--- config.mk ---
export PLATFORM = sky130hd
export DESIGN_NAME = urp_pcie_rx_dll_flat
export DESIGN_NICKNAME = d
export VERILOG_FILES = /design/src/rtl/urp_pcie_rx_dll_if.sv /design/src/rtl/urp_pcie_rx_dll.sv /design/src/flat_wrapper.sv
export SDC_FILE = /design/constraint.sdc
export NUM_CORES = 1
export LEC_CHECK = 0
export CAP_MARGIN = 25
export CORE_ASPECT_RATIO = 1.1
export CORE_UTILIZATION = 41
export DETAILED_ROUTE_END_ITERATION = 10
export PLACE_DENSITY = 0.63
export SKIP_LAST_GASP = 1
export SLEW_MARGIN = 25
export SYNTH_ARGS = -nofsm -noshare
export SYNTH_HDL_FRONTEND = slang
export SYNTH_SLANG_ARGS = --single-unit
--- constraint.sdc ---
create_clock -name clk -period 22.3 [get_ports clk]
set_clock_uncertainty 0.15 [all_clocks]
set_input_delay 2.23 -clock clk [delete_from_list [all_inputs] [get_ports clk]]
set_output_delay 2.23 -clock clk [all_outputs]
set_load 0.01 [all_outputs]
--- src/rtl/urp_pcie_rx_dll_if.sv ---
// Bundle of the frame, TLP, DLLP and error-pulse signals of the receive DLL.
// No latency: plain wires between the DLL and its neighbours.
// Backpressure: valid/ready on frame, TLP and DLLP channels.
interface urp_pcie_rx_dll_if;
  logic [267:0] frame_i;
  logic         frame_valid_i;
  logic         frame_ready_o;
  logic [223:0] tlp_o;
  logic         tlp_valid_o;
  logic         tlp_ready_i;
  logic [31:0]  dllp_o;
  logic         dllp_valid_o;
  logic         dllp_ready_i;
  logic         lcrc_err_o;
  logic         seq_err_o;

  // View taken by the receive DLL itself.
  modport master (
    input  frame_i, frame_valid_i, tlp_ready_i, dllp_ready_i,
    output frame_ready_o, tlp_o, tlp_valid_o, dllp_o, dllp_valid_o,
           lcrc_err_o, seq_err_o
  );

  // View taken by the surrounding link (frame source, TLP and DLLP sinks).
  modport slave (
    output frame_i, frame_valid_i, tlp_ready_i, dllp_ready_i,
    input  frame_ready_o, tlp_o, tlp_valid_o, dllp_o, dllp_valid_o,
           lcrc_err_o, seq_err_o
  );
endinterface

--- src/rtl/urp_pcie_rx_dll.sv ---
// Receive DLL: LCRC + sequence check, forwards in-order TLPs, emits ACK/NAK DLLPs.
// Latency: one cycle from accepted frame to TLP / DLLP / error pulse.
// Backpressure: frame taken only when both the TLP and DLLP output registers can accept.
module urp_pcie_rx_dll #(
  parameter int ACK_THRESH  = 4,
  parameter int ACK_TIMEOUT = 64
) (
  input  logic              clk,
  input  logic              rst,
  urp_pcie_rx_dll_if.master bus
);

  localparam int CNT_W = $clog2(ACK_THRESH + 1);
  localparam int TMR_W = $clog2(ACK_TIMEOUT + 1);
  localparam logic [CNT_W-1:0] CNT_MAX  = CNT_W'(ACK_THRESH);
  localparam logic [TMR_W-1:0] TMR_MAX  = TMR_W'(ACK_TIMEOUT);
  localparam logic [7:0]       TYPE_ACK = 8'h00;
  localparam logic [7:0]       TYPE_NAK = 8'h10;

  // Bit-serial CRC-32 over {seq, TLP}, MSB first; unrolled into a parallel XOR tree.
  function automatic logic [31:0] lcrc32(input logic [235:0] data);
    logic [31:0] c;
    c = 32'hFFFF_FFFF;
    for (int i = 235; i >= 0; i--) begin
      if (c[31] ^ data[i]) c = {c[30:0], 1'b0} ^ 32'h04C1_1DB7;
      else                 c = {c[30:0], 1'b0};
    end
    return ~c;
  endfunction

  logic [11:0]      next_seq_q, next_seq_d;
  logic             nak_sched_q, nak_sched_d;
  logic [CNT_W-1:0] ack_cnt_q, ack_cnt_d;
  logic [TMR_W-1:0] ack_timer_q, ack_timer_d;
  logic [223:0]     tlp_q, tlp_d;
  logic             tlp_vld_q, tlp_vld_d;
  logic [31:0]      dllp_q, dllp_d;
  logic             dllp_vld_q, dllp_vld_d;
  logic             lcrc_err_q, lcrc_err_d;
  logic             seq_err_q, seq_err_d;

  logic [11:0]      frame_seq;
  logic [223:0]     frame_tlp;
  logic [31:0]      frame_crc;
  logic             crc_ok;
  logic [11:0]      seq_dist;
  logic             tlp_free, dllp_free, frame_rdy, accept;
  logic             is_bad, is_good, is_dup, is_ahead;
  logic             nak_req, coal_req, dllp_load;
  logic [CNT_W-1:0] cnt_upd;

  assign frame_seq = bus.frame_i[267:256];
  assign frame_tlp = bus.frame_i[255:32];
  assign frame_crc = bus.frame_i[31:0];
  assign crc_ok    = (lcrc32(bus.frame_i[267:32]) == frame_crc);
  assign seq_dist  = frame_seq - next_seq_q;

  // Handshake: a frame may only enter when both output registers drain this cycle.
  always_comb begin
    tlp_free  = !tlp_vld_q  || bus.tlp_ready_i;
    dllp_free = !dllp_vld_q || bus.dllp_ready_i;
    frame_rdy = !rst && tlp_free && dllp_free;
    accept    = bus.frame_valid_i && frame_rdy;
    is_bad    = accept && !crc_ok;
    is_good   = accept && crc_ok && (seq_dist == 12'd0);
    is_dup    = accept && crc_ok && seq_dist[11];
    is_ahead  = accept && crc_ok && (seq_dist != 12'd0) && !seq_dist[11];
    nak_req   = (is_bad || is_ahead) && !nak_sched_q;
    // A coalesced ACK waits in the counters until the DLLP register has room.
    coal_req  = (ack_cnt_q == CNT_MAX) || (ack_timer_q == TMR_MAX);
    // nak_req and is_dup imply accept, which already implies dllp_free.
    dllp_load = nak_req || is_dup || (coal_req && dllp_free);
  end

  // Next-state for sequence tracking, ACK coalescing and the output registers.
  always_comb begin
    next_seq_d  = is_good ? next_seq_q + 12'd1 : next_seq_q;
    nak_sched_d = nak_sched_q;
    if (is_good)      nak_sched_d = 1'b0;
    else if (nak_req) nak_sched_d = 1'b1;

    cnt_upd = (is_good && ack_cnt_q != CNT_MAX) ? ack_cnt_q + CNT_W'(1) : ack_cnt_q;
    if (dllp_load) begin
      ack_cnt_d   = '0;
      ack_timer_d = '0;
    end else begin
      ack_cnt_d   = cnt_upd;
      ack_timer_d = (cnt_upd != '0 && ack_timer_q != TMR_MAX) ?
                    ack_timer_q + TMR_W'(1) : ack_timer_q;
    end

    tlp_d     = tlp_q;
    tlp_vld_d = tlp_vld_q;
    if (is_good) begin
      tlp_d     = frame_tlp;
      tlp_vld_d = 1'b1;
    end else if (bus.tlp_ready_i) begin
      tlp_vld_d = 1'b0;
    end

    // NAK outranks a duplicate ACK, which outranks a coalesced ACK; a NAK
    // acknowledges up to NEXT_RCV_SEQ-1, so a coinciding coalesced ACK is dropped.
    dllp_d     = dllp_q;
    dllp_vld_d = dllp_vld_q;
    if (dllp_load) begin
      dllp_d     = {(nak_req ? TYPE_NAK : TYPE_ACK), 12'h000, next_seq_d - 12'd1};
      dllp_vld_d = 1'b1;
    end else if (bus.dllp_ready_i) begin
      dllp_vld_d = 1'b0;
    end

    lcrc_err_d = is_bad;
    seq_err_d  = is_ahead;
  end

  // State registers with synchronous reset clearing all held output state.
  always_ff @(posedge clk) begin
    if (rst) begin
      next_seq_q  <= '0;
      nak_sched_q <= 1'b0;
      ack_cnt_q   <= '0;
      ack_timer_q <= '0;
      tlp_q       <= '0;
      tlp_vld_q   <= 1'b0;
      dllp_q      <= '0;
      dllp_vld_q  <= 1'b0;
      lcrc_err_q  <= 1'b0;
      seq_err_q   <= 1'b0;
    end else begin
      next_seq_q  <= next_seq_d;
      nak_sched_q <= nak_sched_d;
      ack_cnt_q   <= ack_cnt_d;
      ack_timer_q <= ack_timer_d;
      tlp_q       <= tlp_d;
      tlp_vld_q   <= tlp_vld_d;
      dllp_q      <= dllp_d;
      dllp_vld_q  <= dllp_vld_d;
      lcrc_err_q  <= lcrc_err_d;
      seq_err_q   <= seq_err_d;
    end
  end

  assign bus.frame_ready_o = frame_rdy;
  assign bus.tlp_o         = tlp_q;
  assign bus.tlp_valid_o   = tlp_vld_q;
  assign bus.dllp_o        = dllp_q;
  assign bus.dllp_valid_o  = dllp_vld_q;
  assign bus.lcrc_err_o    = lcrc_err_q;
  assign bus.seq_err_o     = seq_err_q;

endmodule

--- src/flat_wrapper.sv ---
// flat-port wrapper written by rule: the top's interface ports become plain ports
module urp_pcie_rx_dll_flat 
#(
  parameter int ACK_THRESH  = 4,
  parameter int ACK_TIMEOUT = 64
)
  (clk, rst, bus_frame_i, bus_frame_valid_i, bus_tlp_ready_i, bus_dllp_ready_i, bus_frame_ready_o, bus_tlp_o, bus_tlp_valid_o, bus_dllp_o, bus_dllp_valid_o, bus_lcrc_err_o, bus_seq_err_o);
  urp_pcie_rx_dll_if bus_i ();
  input  logic clk;
  input  logic rst;
  input wire logic [$bits(bus_i.frame_i)-1:0] bus_frame_i;
  input wire logic [$bits(bus_i.frame_valid_i)-1:0] bus_frame_valid_i;
  input wire logic [$bits(bus_i.tlp_ready_i)-1:0] bus_tlp_ready_i;
  input wire logic [$bits(bus_i.dllp_ready_i)-1:0] bus_dllp_ready_i;
  output wire logic [$bits(bus_i.frame_ready_o)-1:0] bus_frame_ready_o;
  output wire logic [$bits(bus_i.tlp_o)-1:0] bus_tlp_o;
  output wire logic [$bits(bus_i.tlp_valid_o)-1:0] bus_tlp_valid_o;
  output wire logic [$bits(bus_i.dllp_o)-1:0] bus_dllp_o;
  output wire logic [$bits(bus_i.dllp_valid_o)-1:0] bus_dllp_valid_o;
  output wire logic [$bits(bus_i.lcrc_err_o)-1:0] bus_lcrc_err_o;
  output wire logic [$bits(bus_i.seq_err_o)-1:0] bus_seq_err_o;
  assign bus_i.frame_i = bus_frame_i;
  assign bus_i.frame_valid_i = bus_frame_valid_i;
  assign bus_i.tlp_ready_i = bus_tlp_ready_i;
  assign bus_i.dllp_ready_i = bus_dllp_ready_i;
  assign bus_frame_ready_o = bus_i.frame_ready_o;
  assign bus_tlp_o = bus_i.tlp_o;
  assign bus_tlp_valid_o = bus_i.tlp_valid_o;
  assign bus_dllp_o = bus_i.dllp_o;
  assign bus_dllp_valid_o = bus_i.dllp_valid_o;
  assign bus_lcrc_err_o = bus_i.lcrc_err_o;
  assign bus_seq_err_o = bus_i.seq_err_o;
  urp_pcie_rx_dll #(.ACK_THRESH(ACK_THRESH), .ACK_TIMEOUT(ACK_TIMEOUT)) u_core (.clk(clk), .rst(rst), .bus(bus_i));
endmodule
==> results of run 1 <==
-- stage by stage --
| step | area (um^2) | setup WS [ns] |
|---|---|---|
| final | 58500 | 0.397 |
| after global routing | 58500 | -0.109 |
| after CTS | 57300 | 0.000107 |
| after detailed placement | 55900 | -1.19 |
| after global placement | 55900 | -1.13 |
| after floorplan | 43600 | 0.0864 |
-- flip-flops by register name, summed over array words and instances, names as in the netlist --
| register | count |
|---|---|
| u_core.ack_cnt_q | 3 |
| u_core.ack_timer_q | 7 |
| u_core.bus.dllp_o | 13 |
| u_core.bus.dllp_valid_o | 1 |
| u_core.bus.lcrc_err_o | 1 |
| u_core.bus.seq_err_o | 1 |
| u_core.bus.tlp_o | 224 |
| u_core.bus.tlp_valid_o | 1 |
| u_core.nak_sched_q | 1 |
| u_core.next_seq_q | 12 |
-- placed cells by master, fill, tap and decap left out, types with 30 or more instances in the layout --
cell | Yosys | layout
xnor2_1 | 778 | 722
mux2i_1 | 234 | 234
clkbuf_16 | 0 | 36
xor2_1 | 305 | 283
nor2_1 | 264 | 263
xor3_1 | 106 | 95
clkdlybuf4s50_1 | 0 | 510
xnor2_4 | 26 | 47
dfxtp_1 | 264 | 264
xnor3_1 | 693 | 622
buf_4 | 31 | 820
xnor2_2 | 101 | 136
xor3_2 | 19 | 30
xnor3_2 | 53 | 124
xor2_2 | 31 | 46
-- worst register-to-register path, cell delays in order (launching register included) --
cell and delay [ns]:
dfxtp_1 0.39, inv_1 0.10, ha_1 0.30, nor2b_1 0.13, o21ai_0 0.13, nand2b_1 0.10
and2_1 0.17, o21ai_0 0.14, nand2b_1 0.11, a21o_1 0.18, a21o_1 0.20, a21o_1 0.17
a21o_1 0.20, nor3_1 0.18, a31oi_1 0.06, nor4_1 0.64, nand3_1 0.23, a221oi_2 0.24
nand4_2 0.16, or4_4 0.53, a211oi_4 0.28, nor2_2 0.08, o31a_1 0.25, or3_1 0.31
a32o_1 0.26
-- Yosys cell counts (20+ instances only) --
master	n
xnor2_1	778
xnor3_1	693
xor2_1	305
dfxtp_1	264
nor2_1	264
mux2i_1	234
xor3_1	106
xnor2_2	101
xnor3_2	53
clkbuf_1	41
buf_4	31
xor2_2	31
xnor2_4	26
a21oi_1	20
nand3_1	20
-- final timing paths --
kind                               end  slack [ns]  depth (start not counted)
setup / recovery  u_core.bus.dllp_o[7]        0.40                         55
hold / removal    u_core.bus.dllp_o[3]        0.32                          2
setup reg to reg  u_core.bus.dllp_o[7]       16.50                         24
hold reg to reg   u_core.bus.dllp_o[3]        0.32                          2
-- area by class of cell --
| type | instances | area (um^2) | share of cell area (%) |
|---|---|---|---|
| tap | 1386 | 1730 | 2.96 |
| sequential | 264 | 5290 | 9.03 |
| multi-input combinational | 2870 | 38600 | 66.0 |
| clock buffer | 44 | 981 | 1.68 |
| inverter | 17 | 63.8 | 0.109 |
| clock inverter | 16 | 205 | 0.351 |
| timing repair buffer | 1350 | 11600 | 19.9 |
-- timing repair --
item                                   in CTS  in global routing
setup endpoints to repair                 237                254
gates cloned                                0                  0
endpoints found under the hold margin       0                  0
pin swaps                                   3                 47
resized for setup                          24                170
buffers inserted                            7                 43
-- per-layer routing --
layer,vias to the layer above,GRT usage [%],routed length [um]
met5,-,0,27
met4,4,6.50,3840
met3,162,4.11,9460
met2,1052,47.5,72400
met1,14300,34.9,61300
li1,13600,-,-
-- cells by family (layout without fill, tap and decap cells) --
| logic type | after synthesis | count (layout) |
|---|---|---|
| other | 1 | 19 |
| buffers and inverters | 131 | 1427 |
| xor gates and xnor gates | 2127 | 2127 |
| muxes | 234 | 234 |
| adders and majority gates | 17 | 17 |
| and+or+nand+nor | 390 | 390 |
| AOI/OAI and AO/OA | 83 | 83 |
| DFF | 264 | 264 |
==> metrics.sh, run 1 <==
OUTCOME='completed'
POSTROUTEANTENNANETS=0
IO_BUFFERS=514
FIN_UTIL_PCT=56.0
CRIT_PATH_FREQUENT_CELL='xnor3_1'
CLK_PATH_BUF_DEPTH=3
FIN_CELLS=5947
SYNTH_EDF_COUNT=0
FIN_CRIT_NS=21.90
TIMING.CRITICAL_PATH.BUF_INV=7
CLK_SINKS=264
SYNTH_CELL_TYPE_COUNT=73
FINALWEIGHTEDCONGESTION=0.983
FINAL_SLEW_VIOLATIONS=0
HOLDBUFCOUNTCTS=0
CLK_TRANSITION_REPORTED_PATHS_NS=0.06
SYNTH_TOP_AREA_SHARE_PCT=35.9
SYNTHESIS.YOSYS.WARNINGS=0
MAXIMUM_LEVEL_OF_THE_CTS_H_TREE=2
NUM-NETS-FINAL=4829
TIMING.CRITICAL_PATH.ARRIVAL_NS=22.27
ANTENNA_VIOLATIONS_BEFORE_REPAIR=5
POST_SYNTH_AND_OR_NAND_NOR_AREA_FRACTION_PCT=4.01
DRT_PASS1_ITERATIONS=5
CTS_TREE='built'
SYNTH_FA_HA_AREA_SHARE_PCT=0.489
GRT_MAX_DEGREE=99
WORSTSKEWPAIRLATENCY_NS=0.63
RR_STARTPOINT='u_core.next_seq_q[1]'
DRT-VIAS-PER-INSTANCE=4.90
DIODES=0
FILL_CELLS=8790
CRIT_PATH_END_KIND='flip-flop'
DIE_W_UM=313
CTS_MADE_BUFFERS=36
VIAS=29200
CRITICAL_PATH.STARTPOINT_TYPE='input port'
HOLD_SLACK_NS=0.323
SYN-INSTANCE-COUNT=3247
NUM_IO_PINS=534
FRACTION_OF_LAYOUT_CELLS_WITH_A_SIZE_SUFFIX_ABOVE_1_PCT=28.8
FINALHOLDVIOLATIONS=0
SYNTHMUXAREASHARE_PCT=5.38
CRITPATHKIND='input port to flip-flop'
SYN_AVG_CELL_AREA_UM2=13.4
MAIN_COMBINATIONAL_CELL_FAMILY_BY_AREA_AFTER_SYNTHESIS='XOR/XNOR gates'
SETUP_VIOL_COUNT_FINAL=0
CLOCK_TREE.ROOT_CELL='clkbuf_16'
CRITPATHSLOWESTCELL='clkdlybuf4s50_1'
FIN_TNS_SETUP_NS=0
SYNTH_ASYNC_SR_FLOP_SHARE_PCT=0
SYNTH_TOP_CELL_BY_AREA='xnor3_1'
FINAL.PERIOD_UTILIZATION_PCT=98.2
CRITPATHTOPFAMILY='XOR/XNOR gates'
WORSTHOLDPATHTYPE='flip-flop to flip-flop'
OVERFLOW=0
SYNTH_SEQ_CELLS=264
TIMING.CRITICAL_PATH.REQUIRED_NS=22.66
FIRST_GLOBAL_VIAS=30300
MAXCLOCKFREQUENCY_GHz=0.0457
START_UTIL_PCT=41.6
AREA_GROWTH_FROM_SYNTHESIS_TO_LAYOUT_PCT=34.5
SYNTH_XOR_AREA_SHARE_PCT=75.0
SLEW-LIMIT-HEADROOM_PCT=32.9
MAX_SLEW.WORST_PIN.SLEW_NS=1.01
UNREPAIRED_SETUP_ENDPOINTS_AFTER_GLOBAL_ROUTING='true'
CRITICAL_PATH.MAX_STAGE_DELAY_NS=0.68
PLACEMENT_ROWS=124
SOURCE_OF_THE_WORST_HOLD_TIMING_PATH='u_core.bus.dllp_o[3]'
INITIALDRTVIOLATIONCOUNT=1970
SYN-CELL-AREA_UM2=43500
DIE_H_UM=344
DRC=0
COREAREA_UM2=105000
SYNTHFLOPTYPE='dfxtp_1'
GRT_FIRST_PASS_WIRELENGTH_UM=210000
TRACK_USAGE_PCT=27.0
SETUP.WORST_PATH.START='bus_frame_i[249]'
SYNTH-COMPOUND-AREA-SHARE_PCT=1.38
FP.DIEAREA_UM2=107000
YOSYSSEQAREASHARE_PCT=12.1
WIRE_PER_INST_UM=24.7
DETAILEDPLACEMENTHPWL_UM=125000
DPL.CELL_COUNT=5837
TOTALWIRELENGTH_UM=147000
MAX_CAP_VIOL_COUNT=0
CRIT_FANOUT=5
SYNTH_AREA_LEADERS='xnor3_1, xnor2_1, dfxtp_1'
Power of run 1 is not shown: default switching activity piles up to over one toggle a cycle in this logic, so the estimate is an artifact.
==> run 2, diff against run 1 <==
- DONT_BUFFER_PORTS: not set -> 1
- PLACE_DENSITY: 0.63 -> 0.56
==> run 2 against run 1 <==
Design area fell by 9.8%. Critical path type unchanged. Global-route usage down 0.45 points. Fmax grew 0.67%. Sequential share of layout area rose by 0.99 points. Critical path depth is the same.
==> metrics.sh, run 2 (synthesized netlist as in run 1, its figures left out) <==
LAYOUT.CELLS.MOST_COMMON='buf_4'
START_UTIL_PCT=41.6
GRT_MAX_DEGREE=259
TOTALWIRELENGTH_UM=145000
NUM_IO_PINS=534
AREA_GROWTH_FROM_SYNTHESIS_TO_LAYOUT_PCT=21.3
HOLD_SLACK_NS=0.364
CRIT_PATH_END_KIND='flip-flop'
LARGEST_REGISTER_FF_COUNT=224
MAX_CAP_VIOL_COUNT=0
SOURCE_OF_THE_WORST_HOLD_TIMING_PATH='u_core.nak_sched_q'
CRITPATHSLOWESTCELL='xnor3_4'
FILL_CELLS=9205
RR_WORST_DEPTH=28
CLK_TRANSITION_REPORTED_PATHS_NS=0.07
TIMING.CRITICAL_PATH.ARRIVAL_NS=22.16
SETUP.WORST_PATH.START='bus_frame_i[267]'
CRIT_PATH_FREQUENT_CELL='xnor3_1'
TRACK_USAGE_PCT=26.6
ANTENNA_VIOLATIONS_BEFORE_REPAIR=9
DIE_W_UM=313
HOLD_PATH_END='u_core.nak_sched_q'
FIN_UTIL_PCT=50.5
RRSETUPSLACK_NS=16.29
DIE_H_UM=344
MAXCLOCKFREQUENCY_GHz=0.0460
VIAS=27500
FINAL.PERIOD_UTILIZATION_PCT=97.6
WIRE_PER_INST_UM=26.5
FIN_TNS_SETUP_NS=0
RR_STARTPOINT='u_core.next_seq_q[1]'
DRT-VIAS-PER-INSTANCE=5.02
DRC=0
POSTROUTEANTENNANETS=0
CLK_PATH_BUF_DEPTH=3
WORST_HOLD_PATH.NUM_CELLS=1
PLACEMENT_ROWS=124
PLACEMENT.CELL_AREA_UM2=51500
WORSTHOLDPATHTYPE='flip-flop to flip-flop'
CRIT_FANOUT=9
TIMING.CRITICAL_PATH.REQUIRED_NS=22.70
FINALWEIGHTEDCONGESTION=0.966
CTS_MADE_BUFFERS=31
SLEW-LIMIT-HEADROOM_PCT=29.8
FRACTION_OF_LAYOUT_CELLS_WITH_A_SIZE_SUFFIX_ABOVE_1_PCT=30.0
CRITPATHKIND='input port to flip-flop'
INITIALDRTVIOLATIONCOUNT=1636
MAXIMUM_LEVEL_OF_THE_CTS_H_TREE=1
FINAL_SLEW_VIOLATIONS=0
FIN_CRIT_NS=21.76
CLOCK_TREE.ROOT_CELL='clkbuf_16'
CRITICAL_PATH.STARTPOINT_TYPE='input port'
DRT_PASS1_ITERATIONS=5
WORST_R2R_ENDPOINT='u_core.bus.dllp_o[10]'
POSTLAYOUTCELLAREA_UM2=52800
MAX_SLEW.WORST_PIN.SLEW_NS=1.04
GRT_FIRST_PASS_WIRELENGTH_UM=208000
MOSTFREQUENTLAYOUTCELLS='buf_4, xnor2_1, xnor3_1, xor2_1, dfxtp_1'
CTS_TREE='built'
NUM-NETS-FINAL=4351
FINALHOLDVIOLATIONS=0
CLK_SINKS=264
CRITICAL_PATH.MAX_STAGE_DELAY_NS=0.66
OVERFLOW=0
DETAILEDPLACEMENTHPWL_UM=125000
IO_BUFFERS=0
FP.DIEAREA_UM2=107000
SETUP_VIOL_COUNT_FINAL=0
COREAREA_UM2=105000
WORSTSKEWPAIRLATENCY_NS=0.66
OUTCOME='completed'
FIRST_GLOBAL_VIAS=29700
UNREPAIRED_SETUP_ENDPOINTS_AFTER_GLOBAL_ROUTING='true'
-- run 2: how the worst max path moves through the flow --
stage	slack, ns	end
CTS	0.15	u_core.bus.dllp_o[7]
global route	-0.03	u_core.bus.dllp_o[8]
global placement	-0.54	u_core.bus.dllp_o[7]
finish	0.54	u_core.bus.dllp_o[7]
floorplan	0.09	u_core.bus.dllp_o[8]
detailed placement	-0.48	u_core.bus.dllp_o[7]
-- run 2: repair_timing --
action,in CTS,in global routing
setup endpoints to repair,0,151
hold buffers,0,0
resized for setup,0,45
setup buffers,0,7
-- run 2: layer usage --
metal  up-vias  share of wire [%]  track usage, %  routed length, um
met5         -              0.023               0                 34
met4         4                3.1            7.94               4510
met3       169                6.4            4.50               9330
met2       918                 51            48.4              74100
met1     13700                 39            32.0              56900
li1      12700                  -               -                  -
-- run 2: stage by stage --
step / worst slack, ns / cells
final: 0.541 / 5472
after detailed placement: -0.481 / 5407
after CTS: 0.147 / 5460
after floorplan: 0.0864 / 3265
after global placement: -0.541 / 5407
after global routing: -0.0281 / 5471
-- run 2: layout make-up --
class                           count  area (um^2)  share of cell area (%)
Inverter                           17         63.8                   0.121
Sequential cell                   264         5290                    10.0
Timing Repair Buffer              877         6840                    13.0
Antenna cell                        5         12.5                  0.0237
Clock inverter                     14          121                   0.230
Clock buffer                       39          866                    1.64
Tap cell                         1386         1730                    3.29
Multi-Input combinational cell   2870        37800                    71.7
-- run 2: worst max-delay path: cells and delay by family --
family / cells / cell delay, ns
xor+xnor: 39 / 15.89
simple gates: 4 / 1.46
buf+inv: 7 / 1.30
compound gates: 5 / 1.15
Power of run 2 is left out for the same reason.
==> run 3, diff against run 2 <==
- ABC_CLOCK_PERIOD_IN_PS: not set -> 22300
- CAP_MARGIN: 25 -> 0
==> results of run 3 <==
The final DEF is identical to that of run 2; final timing and power are the same.
Power of run 3 is left out for the same reason.
